--- src/rtl/fprint_compare_ctrl.sv ---
// Round-robin scheduler that walks two redundant CRC fingerprint buffers in lockstep
// and reports a pass/fail result per task to both replicas and the monitor.
module fprint_compare_ctrl #(
    parameter int KEY_WIDTH  = 4,
    parameter int KEY_SIZE   = 16,
    parameter int CRC_WIDTH  = 32,
    parameter int ADDR_WIDTH = 6
) (
    input  logic                  clk,
    input  logic                  reset,
    input  logic                  enable,
    input  logic [KEY_SIZE-1:0]   fprints_ready_a,
    input  logic [KEY_SIZE-1:0]   fprints_ready_b,
    input  logic [ADDR_WIDTH-1:0] head_a,
    input  logic [ADDR_WIDTH-1:0] tail_a,
    input  logic [ADDR_WIDTH-1:0] head_b,
    input  logic [ADDR_WIDTH-1:0] tail_b,
    input  logic [CRC_WIDTH-1:0]  crc_a,
    input  logic [CRC_WIDTH-1:0]  crc_b,
    input  logic                  comp_w_ack_a,
    input  logic                  comp_w_ack_b,
    output logic [KEY_WIDTH-1:0]  comparator_current_task,
    output logic                  comparator_increment_ram_address,
    output logic                  comparator_register_write,
    output logic                  comparator_collision_detected,
    output logic                  fprints_checked,
    output logic                  status_valid,
    output logic [KEY_WIDTH-1:0]  status_task,
    output logic                  status_fail,
    output logic [7:0]            fail_count,
    output logic                  busy
);

    typedef enum logic [2:0] {IDLE, LOAD, LEN, READ, COMPARE, WRITE, DONE} state_t;

    state_t                state, state_nxt;
    logic [KEY_WIDTH-1:0]  last, pick, idx;
    logic                  pick_vld;
    logic [KEY_SIZE-1:0]   cand;
    logic [ADDR_WIDTH-1:0] cnt, len_a, len_b;
    logic                  fail, ack_a_seen, ack_b_seen, ack_a_nxt, ack_b_nxt, both_acked, crc_eq;

    assign cand       = fprints_ready_a & fprints_ready_b;
    assign len_a      = tail_a - head_a;
    assign len_b      = tail_b - head_b;
    assign crc_eq     = (crc_a == crc_b);
    assign ack_a_nxt  = ack_a_seen | comp_w_ack_a;
    assign ack_b_nxt  = ack_b_seen | comp_w_ack_b;
    assign both_acked = ack_a_nxt & ack_b_nxt;

    // Scan offsets from far to near so the nearest candidate after last wins;
    // offset KEY_SIZE truncates to last itself, the lowest priority.
    always_comb begin
        pick     = '0;
        pick_vld = 1'b0;
        idx      = '0;
        for (int i = KEY_SIZE; i >= 1; i--) begin
            idx = last + i[KEY_WIDTH-1:0];
            if (cand[idx]) begin
                pick     = idx;
                pick_vld = 1'b1;
            end
        end
    end

    always_ff @(posedge clk or posedge reset) begin
        if (reset) state <= IDLE;
        else       state <= state_nxt;
    end

    always_comb begin
        state_nxt = state;
        case (state)
            IDLE:    if (enable && pick_vld) state_nxt = LOAD;
            LOAD:    state_nxt = LEN;
            LEN:     state_nxt = (len_a != len_b || len_a == '0) ? WRITE : READ;
            READ:    state_nxt = COMPARE;
            COMPARE: state_nxt = (!crc_eq || cnt == ADDR_WIDTH'(1)) ? WRITE : READ;
            WRITE:   if (both_acked) state_nxt = DONE;
            DONE:    state_nxt = IDLE;
            default: state_nxt = IDLE;
        endcase
    end

    always_comb begin
        comparator_increment_ram_address = (state == COMPARE) && crc_eq;
        comparator_register_write        = (state == WRITE);
        comparator_collision_detected    = (state == WRITE) && fail;
        status_valid                     = (state == DONE);
        fprints_checked                  = (state == DONE) && !fail;
        busy                             = (state != IDLE);
    end

    always_ff @(posedge clk or posedge reset) begin
        if (reset) begin
            last                    <= KEY_WIDTH'(KEY_SIZE - 1);
            comparator_current_task <= '0;
            cnt                     <= '0;
            fail                    <= 1'b0;
            ack_a_seen              <= 1'b0;
            ack_b_seen              <= 1'b0;
            status_task             <= '0;
            status_fail             <= 1'b0;
            fail_count              <= '0;
        end else begin
            case (state)
                IDLE: if (enable && pick_vld) begin
                    comparator_current_task <= pick;
                    last                    <= pick;
                end
                LEN: begin
                    fail <= (len_a != len_b);
                    cnt  <= len_a;
                end
                COMPARE: begin
                    if (!crc_eq) fail <= 1'b1;
                    else         cnt  <= cnt - ADDR_WIDTH'(1);
                end
                WRITE: begin
                    ack_a_seen <= ack_a_nxt;
                    ack_b_seen <= ack_b_nxt;
                    // Result registers update on the way into DONE so they are visible with the strobe.
                    if (both_acked) begin
                        status_task <= comparator_current_task;
                        status_fail <= fail;
                        if (fail && fail_count != 8'hFF) fail_count <= fail_count + 8'd1;
                    end
                end
                DONE: begin
                    ack_a_seen <= 1'b0;
                    ack_b_seen <= 1'b0;
                end
                default: ;
            endcase
        end
    end

endmodule

--- config.mk ---
export PLATFORM = sky130hd
export DESIGN_NAME = fprint_compare_ctrl
export DESIGN_NICKNAME = d
export VERILOG_FILES = /design/src/rtl/fprint_compare_ctrl.sv
export SDC_FILE = /design/constraint.sdc
export NUM_CORES = 1
export LEC_CHECK = 0
export CORE_ASPECT_RATIO = 0.6
export CORE_MARGIN = 2
export CORE_UTILIZATION = 36
export CTS_BUF_LIST = sky130_fd_sc_hd__clkbuf_4 sky130_fd_sc_hd__clkbuf_8
export DETAILED_ROUTE_END_ITERATION = 8
export PLACE_DENSITY = 0.65
export SLEW_MARGIN = 20
export SYNTH_ARGS = -nofsm -noshare
export SYNTH_HDL_FRONTEND = slang
export SYNTH_SLANG_ARGS = --single-unit
--- constraint.sdc ---
create_clock -name clk -period 4.5 [get_ports clk]
set_clock_uncertainty 0.2 [all_clocks]
set_input_delay 1.125 -clock clk [delete_from_list [all_inputs] [get_ports clk]]
set_output_delay 1.125 -clock clk [all_outputs]
set_load 0.005 [all_outputs]
==> results <==
cell type report:
type | instances | share of cell area
Clock inverter | 1 | 0.004064
Sequential cell | 33 | 0.1124
Inverter | 33 | 0.01677
Clock buffer | 7 | 0.01219
Tap cell | 198 | 0.03353
Multi-Input combinational cell | 513 | 0.5568
Timing Repair Buffer | 211 | 0.2642
registers in the layout (all words and copies together) (netlist names):
signal                   count
cnt                          6
last                         4
comparator_current_task      4
fail_count                   8
state                        3
status_fail                  1
status_task                  4
ack_b_seen                   1
ack_a_seen                   1
fail                         1
placed cells by master, fill, tap and decap left out, types with 3 or more instances in the layout:
cell type	count
a31oi_1	3
nor2_1	34
nand2b_1	5
clkdlybuf4s50_1	147
a211o_1	4
mux4_1	10
a211oi_1	6
a21o_1	7
o221ai_1	4
mux2_2	11
o22ai_1	7
and3_1	4
nand4_1	14
nor2b_1	7
ha_1	20
o21a_1	4
or3_1	4
o21ai_1	8
nor3_1	14
nand2_1	63
o211ai_1	11
nand3_1	20
and2_1	22
xnor2_1	44
mux4_2	24
dfrtp_1	29
nand4b_1	4
mux2i_1	19
nor4_1	4
buf_4	64
dfstp_2	4
a22oi_1	3
a21oi_1	32
xor2_1	20
inv_1	33
a2bb2oi_1	4
o21ai_0	32
clkbuf_8	6
power breakdown:
group / internal, mW / total, mW / switching (mW)
Combinational: 1.98 / 4.40 / 2.42
Clock: 0.187 / 0.301 / 0.114
Sequential: 0.438 / 0.597 / 0.159
Total: 2.60 / 5.29 / 2.69
critical path: stages:
cell,delay [ps]
clkdlybuf4s50_1,470
xnor2_1,120
nand4_1,170
nor4_4,330
nand4_1,170
nor2_2,140
clkdlybuf4s50_1,520
path summary, 6_finish.rpt:
path | from | endpoint | slack [ps] | depth (start not counted)
max reg2reg | last[0] | last[2] | 290 | 10
max in group asynchronous | reset | last[3] | 2730 | 3
min in group asynchronous | reset | cnt[2] | 1030 | 3
max | crc_b[1] | comparator_increment_ram_address | 120 | 7
min | fail_count[7] | fail_count[7] | 300 | 1
min reg2reg | fail_count[7] | fail_count[7] | 300 | 1
routing by layer:
layer,wire length [µm],share of wire,track usage
met1,9020,0.47,0.3701
met2,7382,0.38,0.3223
met3,2626,0.14,0.1144
met4,97,0.0051,0.02010
met5,76,0.0040,0.03896
kinds of logic after synthesis:
kind of cell,count (synthesis),share of synthesized area
simple gates,210,0.2070
compound gates,150,0.1898
mux,66,0.2186
xor+xnor,65,0.1099
buf+inv,62,0.06104
flops,33,0.1583
fa+ha+maj,22,0.05532
timing repair:
item	in CTS	in global routing
pin swaps	0	5
gates resized for setup	1	2
setup endpoints to repair	1	1
endpoints found under the hold margin	0	0
stage by stage:
step / area, µm² / hold slack, ps / TNS (ps) / instances
floorplan: 5248 / 262.8 / 0 / 608
global placement: 7251 / 278.3 / 0 / 988
detailed placement: 7251 / 293.1 / -40.77 / 988
CTS: 7377 / 306.0 / 0 / 996
global route: 7388 / 325.8 / 0 / 996
finish: 7388 / 302.0 / 0 / 996
==> impl_results.md <==
* Vias in the first global route at 5508
* CTS tree: done
* CP Max Fanout at 2
* Clk slew on worst S/H paths at 70 ps
* Cell Pwr Density at 716.6 nW/µm²
* Total power draw at 5.295 mW
* Max Slew Vio Count at 0
* Synth area leaders: dfrtp_1 (14%), mux4_2 (10%), xnor2_1 (7.3%)
* Synth Cell Area at 5248 µm²
* Final Setup Violations at 0
* Overflow after GRT at 0
* Top cell type's share of synthesized area at 0.1383
* Post-CTS Setup Bufs at 0
* Area grow syn2layout at 40.80%
* # Max-Cap Violations at 0
* Post-detail-place hpwl at 15.95 mm
* DR WL/cell at 19.28 µm
* Pleak at 3.008 nW
* Final hold vios at 0
* Chip width at 159.9 µm
* GRT Total Usage at 0.2457
* Total CTS buffers at 5
* DRC Markers at 0
* Fillers at 1358
* Hold WC Path Type: reg2reg
* Share of layout cells above drive strength 1 at 0.1554
* Core box area at 14380 µm²
* Worst EP required at 3170 ps
* Multi-input gate area at 4114 µm²
* Die Area at 15590 µm²
* Die Y-Extent at slightly below 100 µm
* First-pass GRT wire length at 30.27 mm
* Status: finished clean
* Most used DFF post-synth: dfrtp_1
* RePlAce Congestion at 1.018
* Drt total wl at a little under 20 mm
* Pre-antenna DRT Iters at 5
* Setup CP Type: in2out
* Most frequent cell after synthesis: nand2_1
* Worst skew pair latency at between 200 and 300 ps
* Tcrit/Tclk final at 0.9727
* Syn_nets at around 760
* Largest net degree at the start of global routing at 34
* Initial antenna violation count at 0
* Worst-Margin Slew at 1092 ps
* DRT iter0 DRCs at 472
* Htree depth at 2
* Max VDD drop at 0.3360 mV
* Yosys warning count at 0
* RSZ-0062 raised after global routing: no
* Place WS at -28.31 ps
* CP arrival at 3050 ps
* Fmax at between 0.2 and 0.25 GHz
* Root Buffer: clkbuf_8
* Final WS setup at 122.7 ps
* Post-synth EDFFs at 0
* Seq. cell area at between 800 and 900 µm²
* Final min period at between 4000 and 5000 ps
* Clock Sinks at 33
* Sequential share of the synthesized area at 0.1583
* Distinct cells, synth at 76
* Syn_area_per_cell at 8.631 µm²
* Via density per instance at between 5 and 6
* Port Buffers at 147
* Row cnt at 34
* Fin nets at between 900 and 1000
* Antenna Cells at 0
* Asr flop ratio synth at 1.000
* Clock buffer depth at 2
* Final core occ at 0.5138
* Critical path capture point type: primary output
* Syn Inst Count at around 610
* Routed Antenna Nets at 0
* Crit start category: primary input
* Yosys reg bits at 33
* Starting Density at 0.3649
* Rel. slew slack at 0.2670
* Vias at about 5700
* Largest area contributor in the netlist: dfrtp_1
* Most frequent cells after synthesis: nand2_1 (63), xnor2_1 (44), nor2_1 (35), inv_1 (33)
* I/O pin cnt at 148
* Hold Buf Count CTS at 0
No activity file was read; power rests on OpenSTA's default activity.
